File: config.mk
export PLATFORM = sky130hd
export DESIGN_NAME = sub_seq_cla_flat
export DESIGN_NICKNAME = d
export VERILOG_FILES = /design/src/rtl/sub_seq_pkg.sv /design/src/rtl/sub_seq_cla_if.sv /design/src/rtl/cla_slice.sv /design/src/rtl/sub_seq_cla.sv /design/src/flat_wrapper.sv
export SDC_FILE = /design/constraint.sdc
export NUM_CORES = 1
export LEC_CHECK = 0
export ABC_AREA = 1
export BUFFER_PORTS_ARGS = -buffer_cell sky130_fd_sc_hd__buf_4
export CAP_MARGIN = 20
export CORE_UTILIZATION = 58
export DETAILED_ROUTE_END_ITERATION = 7
export PLACE_DENSITY = 0.91
export SETUP_SLACK_MARGIN = 0.3
export SYNTH_ARGS = -nofsm -noshare
export SYNTH_HDL_FRONTEND = slang
export SYNTH_SLANG_ARGS = --single-unit
File: constraint.sdc
create_clock -name clk -period 8.6 [get_ports clk]
set_input_delay 0.43 -clock clk [delete_from_list [all_inputs] [get_ports clk]]
set_output_delay 0.43 -clock clk [all_outputs]
set_load 0.05 [all_outputs]
File: src/rtl/sub_seq_pkg.sv
// Shared types and constants for the sequential CLA subtractor.
package sub_seq_pkg;

  typedef enum logic [1:0] {
    StIdle,
    StBusy,
    StDone
  } state_e;

  localparam int unsigned DefWidth  = 16;
  localparam int unsigned DefSlice  = 4;
  localparam int unsigned DefNSlice = DefWidth / DefSlice;

  // Width of a counter/index able to hold values 0..n-1, never narrower than one bit.
  function automatic int unsigned cnt_width(input int unsigned n);
    return (n <= 1) ? 1 : $clog2(n);
  endfunction

endpackage

File: src/rtl/sub_seq_cla_if.sv
// Operand/result handshake bundle for sub_seq_cla.
interface sub_seq_cla_if
  import sub_seq_pkg::*;
#(
  parameter int unsigned WIDTH = DefWidth
) ();

  logic             in_valid;
  logic             in_ready;
  logic [WIDTH-1:0] a;
  logic [WIDTH-1:0] b;
  logic             bin;
  logic             out_valid;
  logic             out_ready;
  logic [WIDTH-1:0] diff;
  logic             bout;
  logic             overflow;
  logic             zero;

  // Source of operands and consumer of results.
  modport master (
    output in_valid, a, b, bin, out_ready,
    input  in_ready, out_valid, diff, bout, overflow, zero
  );

  // The subtractor itself.
  modport slave (
    input  in_valid, a, b, bin, out_ready,
    output in_ready, out_valid, diff, bout, overflow, zero
  );

endinterface

File: src/rtl/cla_slice.sv
// Combinational N-bit carry-lookahead adder slice; exposes every internal carry.
module cla_slice #(
  parameter int unsigned N = 4
) (
  input  logic [N-1:0] x,
  input  logic [N-1:0] y,
  input  logic         cin,
  output logic [N-1:0] sum,
  output logic [N:0]   c
);

  logic [N-1:0] g;
  logic [N-1:0] p;

  // Generate/propagate and lookahead carries; the recurrence flattens to sum-of-products.
  always_comb begin
    g    = x & y;
    p    = x | y;
    c    = '0;
    c[0] = cin;
    for (int i = 0; i < int'(N); i++) begin
      c[i+1] = g[i] | (p[i] & c[i]);
    end
    sum = x ^ y ^ c[N-1:0];
  end

endmodule

File: src/rtl/sub_seq_cla.sv
// Multi-cycle subtractor: a - b - bin, one SLICE-bit CLA slice per cycle.
module sub_seq_cla
  import sub_seq_pkg::*;
#(
  parameter int unsigned WIDTH = DefWidth,
  parameter int unsigned SLICE = DefSlice
) (
  input  logic            clk,
  input  logic            rst,
  sub_seq_cla_if.slave    bus
);

  localparam int unsigned NSlice = WIDTH / SLICE;
  localparam int unsigned CntW   = cnt_width(NSlice);
  localparam int unsigned IdxW   = cnt_width(WIDTH);

  if ((SLICE == 0) || ((WIDTH % SLICE) != 0)) begin : g_bad_cfg
    $error("sub_seq_cla: WIDTH must be a non-zero multiple of SLICE");
  end

  state_e           state_q, state_d;
  logic [WIDTH-1:0] a_q, a_d;
  logic [WIDTH-1:0] nb_q, nb_d;
  logic [WIDTH-1:0] diff_q, diff_d;
  logic             c_q, c_d;
  logic [CntW-1:0]  k_q, k_d;
  logic             out_valid_q, out_valid_d;
  logic             bout_q, bout_d;
  logic             overflow_q, overflow_d;
  logic             zero_q, zero_d;

  logic [IdxW-1:0]  base;
  logic [SLICE-1:0] x_k;
  logic [SLICE-1:0] y_k;
  logic [SLICE-1:0] sum_k;
  logic [SLICE:0]   carries;
  logic             last;

  assign bus.in_ready  = (state_q == StIdle) && !rst;
  assign bus.out_valid = out_valid_q;
  assign bus.diff      = diff_q;
  assign bus.bout      = bout_q;
  assign bus.overflow  = overflow_q;
  assign bus.zero      = zero_q;

  // Select the operand bits for the slice currently being processed.
  always_comb begin
    base = IdxW'(k_q) * IdxW'(SLICE);
    x_k  = a_q[base +: SLICE];
    y_k  = nb_q[base +: SLICE];
    last = (k_q == CntW'(NSlice - 1));
  end

  // Single shared slice; subtraction is a + ~b + ~bin.
  cla_slice #(
    .N (SLICE)
  ) u_slice (
    .x   (x_k),
    .y   (y_k),
    .cin (c_q),
    .sum (sum_k),
    .c   (carries)
  );

  // Next-state logic for the IDLE -> BUSY -> DONE sequence and registered outputs.
  always_comb begin
    state_d     = state_q;
    a_d         = a_q;
    nb_d        = nb_q;
    diff_d      = diff_q;
    c_d         = c_q;
    k_d         = k_q;
    out_valid_d = out_valid_q;
    bout_d      = bout_q;
    overflow_d  = overflow_q;
    zero_d      = zero_q;

    unique case (state_q)
      StIdle: begin
        if (bus.in_valid && bus.in_ready) begin
          a_d     = bus.a;
          nb_d    = ~bus.b;
          c_d     = ~bus.bin;
          k_d     = '0;
          state_d = StBusy;
        end
      end
      StBusy: begin
        diff_d[base +: SLICE] = sum_k;
        c_d = carries[SLICE];
        k_d = k_q + CntW'(1);
        if (last) begin
          // Carry out of the adder form is the inverse of the borrow.
          bout_d      = ~carries[SLICE];
          overflow_d  = carries[SLICE] ^ carries[SLICE-1];
          zero_d      = (diff_d == '0);
          out_valid_d = 1'b1;
          k_d         = '0;
          state_d     = StDone;
        end
      end
      StDone: begin
        if (bus.out_ready) begin
          out_valid_d = 1'b0;
          state_d     = StIdle;
        end
      end
      default: state_d = StIdle;
    endcase
  end

  // State and output registers with synchronous reset.
  always_ff @(posedge clk) begin
    if (rst) begin
      state_q     <= StIdle;
      a_q         <= '0;
      nb_q        <= '0;
      diff_q      <= '0;
      c_q         <= 1'b0;
      k_q         <= '0;
      out_valid_q <= 1'b0;
      bout_q      <= 1'b0;
      overflow_q  <= 1'b0;
      zero_q      <= 1'b0;
    end else begin
      state_q     <= state_d;
      a_q         <= a_d;
      nb_q        <= nb_d;
      diff_q      <= diff_d;
      c_q         <= c_d;
      k_q         <= k_d;
      out_valid_q <= out_valid_d;
      bout_q      <= bout_d;
      overflow_q  <= overflow_d;
      zero_q      <= zero_d;
    end
  end

endmodule

File: src/flat_wrapper.sv
// flat-port wrapper written by rule: the top's interface ports become plain ports
module sub_seq_cla_flat import sub_seq_pkg::*;
#(
  parameter int unsigned WIDTH = DefWidth,
  parameter int unsigned SLICE = DefSlice
)
  (clk, rst, bus_in_valid, bus_a, bus_b, bus_bin, bus_out_ready, bus_in_ready, bus_out_valid, bus_diff, bus_bout, bus_overflow, bus_zero);
  sub_seq_cla_if #(.WIDTH(WIDTH)) bus_i ();
  input  logic clk;
  input  logic rst;
  input wire logic [$bits(bus_i.in_valid)-1:0] bus_in_valid;
  input wire logic [$bits(bus_i.a)-1:0] bus_a;
  input wire logic [$bits(bus_i.b)-1:0] bus_b;
  input wire logic [$bits(bus_i.bin)-1:0] bus_bin;
  input wire logic [$bits(bus_i.out_ready)-1:0] bus_out_ready;
  output wire logic [$bits(bus_i.in_ready)-1:0] bus_in_ready;
  output wire logic [$bits(bus_i.out_valid)-1:0] bus_out_valid;
  output wire logic [$bits(bus_i.diff)-1:0] bus_diff;
  output wire logic [$bits(bus_i.bout)-1:0] bus_bout;
  output wire logic [$bits(bus_i.overflow)-1:0] bus_overflow;
  output wire logic [$bits(bus_i.zero)-1:0] bus_zero;
  assign bus_i.in_valid = bus_in_valid;
  assign bus_i.a = bus_a;
  assign bus_i.b = bus_b;
  assign bus_i.bin = bus_bin;
  assign bus_i.out_ready = bus_out_ready;
  assign bus_in_ready = bus_i.in_ready;
  assign bus_out_valid = bus_i.out_valid;
  assign bus_diff = bus_i.diff;
  assign bus_bout = bus_i.bout;
  assign bus_overflow = bus_i.overflow;
  assign bus_zero = bus_i.zero;
  sub_seq_cla #(.WIDTH(WIDTH), .SLICE(SLICE)) u_core (.clk(clk), .rst(rst), .bus(bus_i));
endmodule
Yosys cells after proc, flatten, opt, wreduce, memory -nomap -nowiden:

Index checks and enable logic that the tools add are counted.

* bitwise logic cells: 16
* shift-type cells: 4
* muxes and demuxes: 13
* reduce and logical (&&, ||, !) cells: 12
* equality and inequality tests: 6
* $add $sub $neg: 2

Operator list (number)
* variable part select 16 x 5 -> 4 bit: 2
* bitwise mux 16 bit: 1
* zero test 16 bit: 1
* NOT 16 bit: 1
* variable shift 4 x 6 -> 16 bit, first input constant: 1
* variable part select 4 x 6 -> 16 bit: 1
* 2-to-1 mux 2 bit: 5
* bitwise XOR 4 bit: 2
* negation 4 -> 6 bit: 1
* case mux 2 bit (3 select lines): 1
* AND reduction 2 bit: 3
* AND reduction 3 bit: 2
* AND 1 bit: 4
* AND 4 bit: 1
* == test 2 bit, second input constant: 2
* != test 2 bit, second input constant: 2
* bitwise OR 1 bit: 4
* bitwise OR 4 bit: 1
* case mux 1 bit (2 select lines): 2
* case mux 2 bit (2 select lines): 1
* nonzero test 2 bit: 2
* 2-to-1 mux 1 bit: 3
* adder 2 x 1 -> 2 bit, second input constant: 1
* == test 2 x 1 -> 1 bit, second input constant: 1
* other kinds (6): 8

* flip-flop bits (word level): 57
* output and inout port bits: 21

Depth between registers and ports, before layout:

Gate-level depths: netlist (run 1).

* word-level depth: 12
* mapped depth: 19

Modules after synthesis:

A second synthesis (run 1) with hierarchy kept.

* cells, all modules: 423
* area, all modules: 2884.0 µm²

By module, submodules not included
* sub_seq_cla: area each 2732.6 µm², cells each 401, seq. area each 1141.1 µm², instances 1
* cla_slice: area each 151.4 µm², cells each 22, seq. area each 0.0 µm², instances 1

Worst setup path before layout (run 1):

Ideal clock, no wire load.

* path kind: register -> register
* from: register u_core.k_q[0]
* to: register u_core.zero_q (netlist: u_core.bus.zero)
* clock period less this slack: 3.271 ns
* data arrival time: 3.204 ns
* setup slack: 5.329 ns
* setup time: 0.067 ns
* cell stages (with the launch flop): 20
* cells stage by stage: dfxtp_1 -> buf_2 -> buf_2 -> o21ai_0 -> a21oi_1 -> a21oi_1 -> fa_1 -> fa_1 -> inv_1 -> fa_1 -> inv_1 -> fa_1 -> nor2_1 -> inv_1 -> nor2_1 -> nor2_1 -> nand3_1 -> nor2_1 -> nand3_1 -> a21oi_2

* longest elaborated chain between the ends: 12
* elaborated cells between the ends (all ways): 19
* classes of those cells: add/sub (1); eq/ne (1); shift (4); mux (1); bitwise (10); reduce/logical (2)

RTL lines
* start, declared: line sub_seq_cla.sv:26 `logic [CntW-1:0] k_q, k_d;`
* start signal, assigned: line sub_seq_cla.sv:131 `k_q <= k_d;`
* variable part select 16 x 5 -> 4 bit (on tied branches): line sub_seq_cla.sv:49, sub_seq_cla.sv:50
* bitwise OR 4 bit: line cla_slice.sv:18 `p = x | y;`
* AND 1 bit: line cla_slice.sv:22 `c[i+1] = g[i] | (p[i] & c[i]);`
* bitwise OR 1 bit: line cla_slice.sv:22
* AND 1 bit: line cla_slice.sv:22
* bitwise OR 1 bit: line cla_slice.sv:22
* AND 1 bit: line cla_slice.sv:22
* bitwise OR 1 bit: line cla_slice.sv:22
* bitwise XOR 4 bit: line cla_slice.sv:24 `sum = x ^ y ^ c[N-1:0];`
* variable part select 4 x 6 -> 16 bit: line sub_seq_cla.sv:89 `diff_d[base +: SLICE] = sum_k;`
* bitwise mux 16 bit: line sub_seq_cla.sv:89
* zero test 16 bit: line sub_seq_cla.sv:96 `zero_d = (diff_d == '0);`
* end signal, assigned: line sub_seq_cla.sv:135 `zero_q <= zero_d;`
* end, declared: line sub_seq_cla.sv:30 `logic zero_q, zero_d;`

Several ways; a longest one is shown, not always the timed one.
A chain may end at the register's enable or synchronous reset.

Final worst setup path (run 1):

Ends and elaborated chain as after synthesis.

==> impl_metrics.tcl, run 1 <==
set metrics [dict create \
    cts_resized 0 \
    row_count 25 \
    fin_crit_ps 3510 \
    cp_max_fo 42 \
    ys.warnings.count 0 \
    ys.flop_type "dfxtp_1" \
    ff2ff_path_depth 18 \
    hold_depth 2 \
    slew-limit-headroom_pct 61.6 \
    mostFrequentLayoutCells "nand2_1, buf_4, dfxtp_1" \
    avgSynthCellArea_um2 7.15 \
    ioPinCount 58 \
    gp_congestion 0.894 \
    cts_sinks 57 \
    wl_per_cell_um 12.5 \
    status "finished clean" \
    routed_wl_mm 6.51 \
    cts_tree "done" \
    cp-end-kind "flip-flop" \
    pre_cts_ws_ps 5210 \
    cp_data_arrival_time_ps 3790 \
    hpwl_mm 4.47 \
    rsz0062_at_grt "no" \
    final_common_cell "nand2_1" \
    ant_nets 0 \
    max_clock_freq_ghz 0.285 \
    setup_violations 0 \
    cts_hold_buf 0 \
    die_height_um 72.2 \
    fin_skew_ps 7.98 \
    hp-class "input pin to flip-flop" \
    syn_inst 400 \
    num_vias 2761 \
    die_x_um 72.2 \
    synth_edf_count 0 \
    required_ps 8880 \
    netlist_area_um2 2860 \
    drive_gt1_share_pct 20.9 \
    multi_input_area_um2 1390 \
    fin_util_pct 73.6 \
    gr-total-overflow 0 \
    avgViaCountPerCell 5.29 \
    instances_no_fill 522 \
    grt_max_degree 43 \
    max_slew.worst_pin.slew_ps 575 \
    design_area_um2 3480 \
    synth_fp_nets 447 \
    grt_antenna_before_repair 0 \
    ys_types 28 \
    layout.nets 497 \
    cts.path.max_buffers 2 \
    vdd_ir_drop_max_v 0.000142 \
    ctsHtreeMaxLevel 3 \
    postCtsSetupBuffers 0 \
    setup_slack_ps 5090 \
    grt_usage_pct 26.8 \
    numPlacedInstances 505 \
    finalSetupTns_ps 0 \
    initial_core_util_pct 60.5 \
    clkTransAtPathRegs_ps 60 \
    path_class "flip-flop to flip-flop" \
    yosysSeqAreaShare_pct 39.9 \
    drt_iter0_drc 163 \
    clock-root-buffer "clkbuf_8" \
    p_total_uw 734 \
    drv_cap 0 \
    diodes 0 \
    hold_slack_ps 252 \
    start_kind "flip-flop" \
    regArea_um2 1140 \
    clock_latency_ps 340 \
    grt_pass1_wl_mm 10.7 \
    first_global_vias 2557 \
    nFillCells 364 \
    finalMaxSlewViolations 0 \
    io_buffers 57 \
    core_region_area_um2 4720 \
    power.leakage_nw 1.63 \
    ys_ff_latch 57 \
    post-route-period-util_pct 40.8 \
    drc 0 \
    final-hold-violation-count 0 \
    power_density_nw_per_um2 211 \
    dr.pass1.iters 6 \
    async_flop_share_pct 0 \
    numCtsBuffers 9 \
    area_growth_pct 21.6 \
    dieArea_um2 5210 \
    dpl_cell_area_um2 3270 \
]
-- power by group --
part	switching, mW	internal [mW]
Clock	0.107	0.140
Sequential	0.0153	0.286
Combinational	0.122	0.0628
Total	0.244	0.490
-- worst max-delay path: stages (launching register included) --
cell and delay, ps:
dfxtp_1 310, buf_4 330, o21ai_0 150, a21oi_1 150, a21oi_1 70, fa_1 420
fa_1 370, inv_1 80, fa_1 210, inv_1 60, fa_1 500, nor2_1 70
inv_1 60, nor2_1 40, nor2_1 140, nand3_1 110, nor2_1 150, nand3_1 110
a21oi_2 120
-- layout make-up --
class / instances / share of cell area [%]
clock buffers: 11 / 4.07
clock inverters: 5 / 1.58
inverters: 55 / 6.08
multi-input cells: 268 / 40.1
flip-flops and latches: 57 / 32.8
well taps: 67 / 2.41
repair buffers: 59 / 13.0
-- final timing paths --
| kind | startpoint | endpoint | slack (ps) |
|---|---|---|---|
| worst max-delay path | u_core.k_q[0]$_SDFFE_PP0P_ | u_core.bus.zero$_SDFFE_PP0P_ | 5090 |
| worst min-delay path | bus_b[10] | u_core.nb_q[10]$_SDFFE_PP0P_ | 250 |
| worst max register to register | u_core.k_q[0]$_SDFFE_PP0P_ | u_core.bus.zero$_SDFFE_PP0P_ | 5090 |
| worst min register to register | u_core.bus.out_valid$_SDFFE_PP0P_ | u_core.bus.out_valid$_SDFFE_PP0P_ | 460 |
-- Yosys cell counts, types with 2 or more instances --
cell type  count  area share [%]
nor2_1        53             7.0
o21ai_1       14             2.5
nand3_1       24             4.2
buf_6          2            0.79
dfxtp_1       57              40
inv_2          3            0.39
buf_2          9             1.6
a21oi_2       13             4.0
ha_1           6             2.6
buf_4          3            0.79
o22ai_1        2            0.44
nand2_1       71             9.3
inv_1         50             6.6
o211ai_1       7             1.8
clkbuf_1       5            0.66
a21oi_1       32             5.6
o21ai_0       35             6.1
fa_1           4             2.8
-- per-layer routing --
layer  wire, µm  vias up  track usage (%)  part of all wire, %
li1           -     1384                -                    -
met2       3260      115             47.4                   50
met1       2670     1237             29.3                   41
met3        388       25             7.36                  6.0
met5          0        -                0                    0
met4        190        0             14.2                  2.9
-- sequential cells by signal, indices dropped and copies added (netlist names), 2 cells and up --
| register | cells |
|---|---|
| u_core.state_q | 2 |
| u_core.k_q | 2 |
| u_core.bus.diff | 16 |
| u_core.a_q | 16 |
| u_core.nb_q | 16 |
-- logic make-up after synthesis --
group                      after synthesis  share of synthesized area, %
and+or+nand+nor                        152                          22.0
AOI/OAI and AO/OA                      105                          21.0
buffers and inverters                   75                          11.3
DFF                                     57                          39.9
adders and majority gates               10                          5.43
xor gates and xnor gates                 1                         0.306
Note: power is estimated with default switching activity, not from simulation.
==> inputs of run 2 (changes only) <==
--- a/config.mk
+++ b/config.mk
@@ -8,9 +8,9 @@
 export ABC_AREA = 1
 export BUFFER_PORTS_ARGS = -buffer_cell sky130_fd_sc_hd__buf_4
 export CAP_MARGIN = 20
-export CORE_UTILIZATION = 58
+export CORE_UTILIZATION = 49
 export DETAILED_ROUTE_END_ITERATION = 7
-export PLACE_DENSITY = 0.91
+export PLACE_DENSITY = 0.82
 export SETUP_SLACK_MARGIN = 0.3
 export SYNTH_ARGS = -nofsm -noshare
 export SYNTH_HDL_FRONTEND = slang
==> constraint.sdc (replaced) <==
create_clock -name clk -period 3.1 [get_ports clk]
set_input_delay 0.155 -clock clk [delete_from_list [all_inputs] [get_ports clk]]
set_output_delay 0.155 -clock clk [all_outputs]
set_load 0.05 [all_outputs]
==> impl_metrics.tcl, run 2 (synthesized netlist as in run 1, its figures left out) <==
set metrics [dict create \
    cts_tree "done" \
    core_region_area_um2 5570 \
    drive_gt1_share_pct 24.8 \
    grt_usage_pct 25.0 \
    power_density_nw_per_um2 553 \
    initial_core_util_pct 51.3 \
    slew-limit-headroom_pct 66.0 \
    p_total_mw 2.11 \
    p_comb_share_pct 27.0 \
    ctsHtreeMaxLevel 3 \
    diodes 0 \
    ioPinCount 58 \
    clock_latency_ps 350 \
    wl_per_cell_um 13.1 \
    drv_cap 0 \
    setup_violations 0 \
    required_ps 3390 \
    p_sw_share_pct 33.7 \
    design_area_um2 3810 \
    dpl_cell_area_um2 3310 \
    area_growth_pct 33.3 \
    cp_data_arrival_time_ps 3280 \
    mostFrequentLayoutCells "nand2_1, buf_4, dfxtp_1" \
    row_count 27 \
    vdd_ir_drop_max_v 0.000362 \
    final_common_cell "nand2_1" \
    drc 0 \
    cts.path.max_buffers 2 \
    clkPwrFrac_pct 33.2 \
    die_height_um 78.4 \
    fin_skew_ps 12.3 \
    fin_crit_ps 2990 \
    start_kind "flip-flop" \
    grt_max_degree 43 \
    cts_sinks 57 \
    die_x_um 78.4 \
    p_int_mw 1.40 \
    drt_iter0_drc 183 \
    avgViaCountPerCell 5.19 \
    num_vias 2880 \
    path_class "flip-flop to flip-flop" \
    numPlacedInstances 513 \
    hold_slack_ps 2.91 \
    switching_power_uw 710 \
    instances_no_fill 555 \
    hp-class "input pin to flip-flop" \
    dieArea_um2 6140 \
    routed_wl_mm 7.27 \
    max_clock_freq_ghz 0.334 \
    post-route-period-util_pct 96.5 \
    io_buffers 57 \
    seqPwrFrac_pct 39.8 \
    cp_max_fo 6 \
    ant_nets 0 \
    max_slew.worst_pin.slew_ps 509 \
    clock-root-buffer "clkbuf_8" \
    rsz0062_at_grt "yes" \
    numCtsBuffers 9 \
    finalMaxSlewViolations 0 \
    status "finished clean" \
    dr.pass1.iters 4 \
    grt_antenna_before_repair 0 \
    cp-end-kind "flip-flop" \
    power.leakage_nw 1.77 \
    gr-total-overflow 0 \
    grt_pass1_wl_mm 11.8 \
    gp_congestion 0.875 \
    final-hold-violation-count 0 \
    hpwl_mm 4.64 \
    layout.nets 525 \
    clkTransAtPathRegs_ps 70 \
    first_global_vias 2658 \
]
==> run 2: power groups by stage <==
stage	logic, mW	registers, mW	clock network (mW)
final	0.568	0.839	0.701
after floorplan	0.302	0.926	0
after global placement	0.490	0.857	0
after CTS	0.545	0.837	0.704
after detailed placement	0.502	0.859	0
after global routing	0.627	0.846	0.743
==> run 2: path summary, 6_finish.rpt <==
kind                               from                            to  slack (ps)  depth (start not counted)
max          u_core.k_q[0]$_SDFFE_PP0P_  u_core.bus.zero$_SDFFE_PP0P_         110                         17
min                            bus_a[9]    u_core.a_q[9]$_SDFFE_PP0P_           3                          3
max reg2reg  u_core.k_q[0]$_SDFFE_PP0P_  u_core.bus.zero$_SDFFE_PP0P_         110                         17
min reg2reg  u_core.a_q[3]$_SDFFE_PP0P_    u_core.a_q[3]$_SDFFE_PP0P_         450                          2
==> run 2: repair_timing <==
item / in CTS / in global routing
resized for setup: 8 / 13
hold buffers: 20 / 0
pin swaps: 1 / 3
endpoints found under the hold margin: 20 / 0
buffers inserted: 5 / 1
setup endpoints to repair: 4 / 9
==> run 2: area by class of cell <==
type / instances / area (µm²)
sequential: 57 / 1150
tap: 72 / 90.1
clock buffer: 11 / 141
inverter: 55 / 211
fill: 459 / 1760
clock inverter: 5 / 55.1
multi-input combinational: 268 / 1450
timing repair buffer: 87 / 712
==> run 2: metrics by stage <==
step           utilization [%]  worst slack, ps  TNS [ps]
2_1_floorplan                -             95.8         0
3_3_place_gp              59.3              134         0
3_5_place_dp              59.3             26.2         0
4_1_cts                   67.5              118         0
5_1_grt                   68.4            -98.8     -98.8
6_report                  68.4              109         0
==> run 2: critical path, cell delays in order, from the launching register on <==
cell	delay, ps
dfxtp_4	370
buf_8	140
o21ai_4	150
a21oi_2	80
fa_2	350
fa_2	340
inv_2	60
fa_2	210
inv_2	40
fa_1	520
nor2_2	60
inv_1	50
nor2_1	30
nor2_1	120
nand3_1	90
nor2_1	110
nand3_1	90
a21oi_2	110
==> run 2: layer usage <==
| metal | vias to the layer above | global-route usage [%] | part of all wire (%) |
|---|---|---|---|
| met1 | 1317 | 29.5 | 43 |
| met5 | - | 0 | 0 |
| met2 | 105 | 42.9 | 50 |
| li1 | 1442 | - | - |
| met3 | 16 | 6.05 | 5.4 |
| met4 | 0 | 10.6 | 2.1 |
